**src/rtl/sd_demod_cic2.sv**
```systemverilog
// Second-order CIC decimator for a 1-bit sigma-delta stream.
// The output is scaled to NUM_MODULATED_BITS and saturated, with a two-event warm-up after any restart.
module sd_demod_cic2 #(
    parameter int unsigned NUM_MODULATED_BITS = 12,
    parameter int unsigned DECIM_LOG2         = 6
) (
    input  logic                          clk,
    input  logic                          global_rst,
    input  logic                          in,
    input  logic                          in_en,
    input  logic                          sync_clr,
    output logic [NUM_MODULATED_BITS-1:0] out,
    output logic                          out_valid,
    output logic                          out_overrange
);

    localparam int unsigned N     = NUM_MODULATED_BITS;
    localparam int unsigned L     = DECIM_LOG2;
    localparam int unsigned W     = 2 * L + 1;
    localparam int unsigned SHIFT = 2 * L - N;
    localparam int unsigned YW    = W - SHIFT;

    typedef enum logic [1:0] {
        FILL0 = 2'd0,
        FILL1 = 2'd1,
        RUN   = 2'd2
    } warm_t;

    warm_t          r_state;
    logic [W-1:0]   r_i1;
    logic [W-1:0]   r_i2;
    logic [W-1:0]   r_s;
    logic [W-1:0]   r_s_prev;
    logic [W-1:0]   r_c1_prev;
    logic [W-1:0]   r_c2;
    logic [L-1:0]   r_phase;
    logic           r_s_evt;
    logic           r_s_vld;
    logic           r_c2_vld;
    logic [N-1:0]   r_out;
    logic           r_out_valid;
    logic           r_out_ovr;

    logic           w_evt;
    logic [W-1:0]   w_i1_nxt;
    logic [W-1:0]   w_i2_nxt;
    logic [W-1:0]   w_c1;
    logic [W-1:0]   w_c2;
    logic [YW-1:0]  w_y;

    assign w_evt    = in_en & (&r_phase);
    assign w_i1_nxt = r_i1 + W'(in);
    assign w_i2_nxt = r_i2 + r_i1;
    assign w_c1     = r_s - r_s_prev;
    assign w_c2     = w_c1 - r_c1_prev;
    assign w_y      = r_c2[W-1:SHIFT];

    assign out           = r_out;
    assign out_valid     = r_out_valid;
    assign out_overrange = r_out_ovr;

    // Pipeline: event edge captures s, next edge runs the combs, next edge drives out.
    always_ff @(posedge clk or posedge global_rst) begin
        if (global_rst) begin
            r_state     <= FILL0;
            r_i1        <= '0;
            r_i2        <= '0;
            r_s         <= '0;
            r_s_prev    <= '0;
            r_c1_prev   <= '0;
            r_c2        <= '0;
            r_phase     <= '0;
            r_s_evt     <= 1'b0;
            r_s_vld     <= 1'b0;
            r_c2_vld    <= 1'b0;
            r_out       <= '0;
            r_out_valid <= 1'b0;
            r_out_ovr   <= 1'b0;
        end else if (sync_clr) begin
            r_state     <= FILL0;
            r_i1        <= '0;
            r_i2        <= '0;
            r_s         <= '0;
            r_s_prev    <= '0;
            r_c1_prev   <= '0;
            r_c2        <= '0;
            r_phase     <= '0;
            r_s_evt     <= 1'b0;
            r_s_vld     <= 1'b0;
            r_c2_vld    <= 1'b0;
            r_out_valid <= 1'b0;
        end else begin
            r_out_valid <= r_c2_vld;
            if (r_c2_vld) begin
                r_out     <= w_y[N] ? {N{1'b1}} : w_y[N-1:0];
                r_out_ovr <= w_y[N];
            end

            r_c2_vld <= r_s_evt & r_s_vld;
            if (r_s_evt) begin
                r_c2      <= w_c2;
                r_s_prev  <= r_s;
                r_c1_prev <= w_c1;
            end

            r_s_evt <= w_evt;
            r_s_vld <= w_evt && (r_state == RUN);

            if (in_en) begin
                r_i1    <= w_i1_nxt;
                r_i2    <= w_i2_nxt;
                r_phase <= r_phase + L'(1);
                if (w_evt) begin
                    r_s <= w_i2_nxt;
                    case (r_state)
                        FILL0:   r_state <= FILL1;
                        FILL1:   r_state <= RUN;
                        default: r_state <= RUN;
                    endcase
                end
            end
        end
    end

endmodule

```
**config.mk**
```make
export PLATFORM = sky130hd
export DESIGN_NAME = sd_demod_cic2
export DESIGN_NICKNAME = d
export VERILOG_FILES = /design/src/rtl/sd_demod_cic2.sv
export SDC_FILE = /design/constraint.sdc
export NUM_CORES = 1
export LEC_CHECK = 0
export ABC_AREA = 1
export CAP_MARGIN = 25
export CORE_ASPECT_RATIO = 0.75
export CORE_UTILIZATION = 52
export DETAILED_ROUTE_END_ITERATION = 8
export GPL_TIMING_DRIVEN = 0
export PLACE_DENSITY = 0.66
export REMOVE_ABC_BUFFERS = 1
export SLEW_MARGIN = 40
export SYNTH_ARGS = -nofsm -noshare
export SYNTH_HDL_FRONTEND = slang
export SYNTH_SLANG_ARGS = --single-unit
```
**constraint.sdc**
```tcl
create_clock -name clk -period 3.8 [get_ports clk]
set_input_delay 0.76 -clock clk [delete_from_list [all_inputs] [get_ports clk]]
set_output_delay 0.76 -clock clk [all_outputs]
set_load 0.005 [all_outputs]
```
After elaboration in Yosys (flattened, before gate mapping)
Cells that the tools add are included.

Add/sub/neg operators: 5. Equal/unequal tests: 1. Multiplexer cells: 24. Bitwise gates (word level): 3. Reduce and logical (&&, ||, !) cells: 8.

Operators with widths (number): $mux 13 (13); $sub 13x13->13 (2); $add 13x1->13 (1); $add 13x13->13 (1); $mux 12 (1); $mux 6 (2); $mux 2 (4); $add 6x1->6 const B (1); $reduce_and 6->1 (1); $reduce_bool 2->1 (3); $mux 1 (4); $reduce_and 2->1 (2); $and 1x1->1 (2); $eq 2x2->1 const B (1); $logic_not 2->1 (1); $logic_and 1x1->1 (1); $not 1->1 (1).

Register bits after elaboration: 103. Output and inout port bits: 14. Word-level logic and storage cells: 55.

Longest topological paths before layout
Word-level depth: 5. Gate-level depth with buffers: 20.

Worst setup path before layout
No wires, ideal clock.

Path type: register -> register. Start: register r_s[0]. End: register r_c2[11]. Setup time: 0.130 ns. Arrival: 2.580 ns. Required time: 3.670 ns. Setup slack: 1.090 ns. Stages on the path, launching flop included: 19. Period minus slack after synthesis: 2.710 ns. Path through: dfrtp_1 > inv_1 > ha_1 > inv_1 > fa_1 > nand3_1 > nand2_1 > a21oi_1 > o21bai_1 > xor2_1 > inv_1 > ha_1 > nand2_1 > nor2_1 > nand4_1 > nand3_1 > a21oi_1 > o21ai_0 > o21ai_0.

Cells in the longest elaborated chain, start to end: 4.

Ends and longest elaborated chain: start: declaration (line 32) `logic [W-1:0] r_s;`; start signal: assignment (line 114) `r_s <= w_i2_nxt;`; $sub 13x13->13 (line 54) `assign w_c1 = r_s - r_s_prev;`; $sub 13x13->13 (line 55) `assign w_c2 = w_c1 - r_c1_prev;`; $mux 13 (line 100) `if (r_s_evt) begin`; $mux 13 (line 79) `end else if (sync_clr) begin`; end signal: assignment (line 101) `r_c2 <= w_c2;`; end: declaration (line 35) `logic [W-1:0] r_c2;`.

Every way passes these cells. The select of a mux whose other input is x is not followed. A chain may end at the register's enable or synchronous reset.

Worst setup path in the final report
Start: input sync_clr. End: register r_c2[12].

Cells in the longest elaborated chain, start to end: 1. Elaborated cells on any way between the ends: 2. Those cells by class: mux: 1; reduce/logical: 1.

Ends and longest elaborated chain: start: declaration (line 11) `input logic sync_clr,`; $mux 13 or $reduce_bool 2->1 (tied branches).

Parallel ways exist; a longest one is shown, timed or not.

==> results.ini <==
[detailed_routing]
ant_nets = 0
avgViaCountPerCell = 5.39
route.vias.total = 4702
drt_iter0_markers = 318
wire_per_inst_um = 14.5
dr.pass1.iters = 5
drc = 0
drt-total-wl_mm = 12.7

[sta]
min_period_ns = 3.56
hold_viol = 0
worst_slew_pin_slew_ns = 0.794
fin_skew_ns = 0.00699
fmax_ghz = 0.281
fin_hold_ws_ns = 0.485
grt_setup_unrepaired = no
finalSetupViolCount = 0
drv_slew = 0
slew_headroom = 0.470
finalCritPeriodShare = 0.936

[worst_hold_path]
hold_path_depth = 2
min-delay-start = r_c2[6]
min_to = r_c2[6]
hold_class = flop to flop

[final_layout]
nets = 779
utilization = 0.609
diodes = 0
area_delta_synth_final_pct = 11.4
drive_above_1_share = 0.0448

[global_route]
grt_pass1_vias = 4572
grtUsageTotal = 0.251
antenna_found_initial = 0
grt_max_degree = 78
grt_pass1_wl_mm = 22.5
gr-total-overflow = 0

[placement]
dp_hpwl_mm = 9.16
place_congestion = 0.892
port-buffer-count = 18

[clock_network]
ctsHoldBuffers = 0
cts_tree = built
clkSinkCount = 103
clkSlewWorstSetupHoldPaths_ns = 0.06
cts.path.max_buffers = 2
clockRootBuffer = clkbuf_16
cts_made_buffers = 9
htreeDepth = 3
clk_latency_ns = 0.34

[logic_synthesis]
synth_most_common_cell = nand2_1
synthCells = 718
yosys-top-cells-count = 165 x nand2_1, 103 x dfrtp_1, 89 x inv_1
ys.flop_type = dfrtp_1
synthDistinctLibCells = 38
synth_enable_flop_cells = 0
syn-cell-area_um2 = 5760
ys_ff_latch = 103
yosysWarnings = 0
synthTopCellsByArea = dfrtp_1 45%, nand2_1 11%, ha_1 8.5%
synth_top_area_frac = 0.448
async_flop_share = 1.00
syn_avg_cell_area_um2 = 8.02
yosysSeqAreaShare = 0.448
yosys.area.top_type = dfrtp_1

[floorplan]
start_util = 0.547
core_um2 = 10500
io-pin-count = 19
die-area_um2 = 11500
placementRows = 32
die-width_um = 124
die_y_um = 93.1

[power_and_ir_drop]
p_sw_uw = 481
p_leak_nw = 3.11
switching_share = 0.212
combPwrFrac = 0.046
cellPowerDensity_nw_per_um2 = 353
p_seq_frac = 0.491
vdd.ir_drop.worst_uv = 231
power_frac_clock = 0.463
intPower_mw = 1.78

[worst_setup_path]
start_kind = primary input
crit_fanout = 29
critPathCaptureType = flop
rrSetupSlack_ns = 0.41
reg2regPathDepth = 18
crit_required_ns = 4.02
worstReg2RegEnd = r_c2[11]
r2r_start = r_s[0]
cp.arrival_ns = 3.78
crit_type = primary input to flop

[run_status]
outcome = completed

[job]
maxCapViolCount = 0

## sequential cells by signal, indices dropped and copies added (netlist names)
signal         count
out               12
out_overrange      1
out_valid          1
r_c1_prev         13
r_c2              13
r_c2_vld           1
r_i1              13
r_i2              13
r_phase            6
r_s               13
r_s_evt            1
r_s_prev          13
r_s_vld            1
r_state            2
## stage by stage
step / cells / total power, mW / cell area (um^2) / TNS, ns / setup slack, ns
after floorplan: 702 / 1.19 / 5680 / 0 / 0.336
after global placement: 856 / 1.23 / 6030 / -127.64 / -1.16
after detailed placement: 857 / 1.24 / 6070 / -0.0613 / -0.0434
after CTS: 873 / 2.29 / 6410 / 0 / 0.276
after global routing: 873 / 2.35 / 6410 / 0 / 0.0271
final: 873 / 2.27 / 6410 / 0 / 0.243
## cells by family (layout without fill, tap and decap cells)
kind of cell | Yosys count | count (layout) | share of synthesized area
flip-flops | 103 | 103 | 0.448
AND/OR/NAND/NOR | 289 | 289 | 0.213
AO/OA/AOI/OAI | 165 | 165 | 0.153
buffers and inverters | 107 | 126 | 0.0730
adder cells (fa/ha/maj) | 42 | 42 | 0.0952
XOR/XNOR | 12 | 12 | 0.0182
## critical path: stages
cell and delay [ns]:
clkdlybuf4s50_1 0.89, inv_2 0.42, nand2_1 0.64, clkinvlp_4 0.66
nand3_1 0.31, nand2_1 0.07
## what timing repair did
action | CTS | global route
buffers inserted | 0 | 0
setup endpoints to repair | 0 | 24
endpoints found under the hold margin | 0 | 0
resized for setup | 0 | 1
## metal layers
layer | wire (um) | part of all wire | up-vias | GRT usage
li1 | - | - | 2404 | -
met1 | 6960 | 0.55 | 2198 | 0.390
met2 | 5080 | 0.40 | 90 | 0.356
met4 | 102 | 0.0080 | 0 | 0.0532
met3 | 557 | 0.044 | 10 | 0.0506
met5 | 0 | 0 | - | 0
## power groups by stage
stage / clock network [mW] / registers (mW) / logic (mW)
6_report: 1.05 / 1.11 / 0.104
5_1_grt: 1.12 / 1.11 / 0.120
4_1_cts: 1.07 / 1.11 / 0.106
3_5_place_dp: 0 / 1.13 / 0.106
3_3_place_gp: 0 / 1.13 / 0.0982
2_1_floorplan: 0 / 1.13 / 0.0571
## cell type report
type	instances	area, um^2
well taps	136	170
inverters	91	353
clock buffers	11	233
clock inverters	5	106
fillers	929	4120
flip-flops and latches	103	2580
repair buffers	19	208
multi-input cells	508	2770
## worst max-delay path by stage
stage          cells after the start       start       end  slack, ns
2_1_floorplan                      1  global_rst    out[0]       0.34
3_3_place_gp                       2  global_rst   r_i2[9]      -1.16
3_5_place_dp                       6    sync_clr   r_c2[4]      -0.04
4_1_cts                            6    sync_clr   r_c2[4]       0.28
5_1_grt                            6    sync_clr  r_c2[12]       0.03
6_report                           6    sync_clr  r_c2[12]       0.24
## placed cells by master, fill, tap and decap left out, drive strengths merged, types with 7 or more instances in the layout
cell type and instances:
a21oi 53, nand3 45, o22ai 12, xor2 7, nand4 8, clkbuf 11
dfrtp 103, o21ai 84, inv 90, nand2 166, nor2 56, clkdlybuf4s50 18
ha 39
Power figures use the tool's default switching activity.
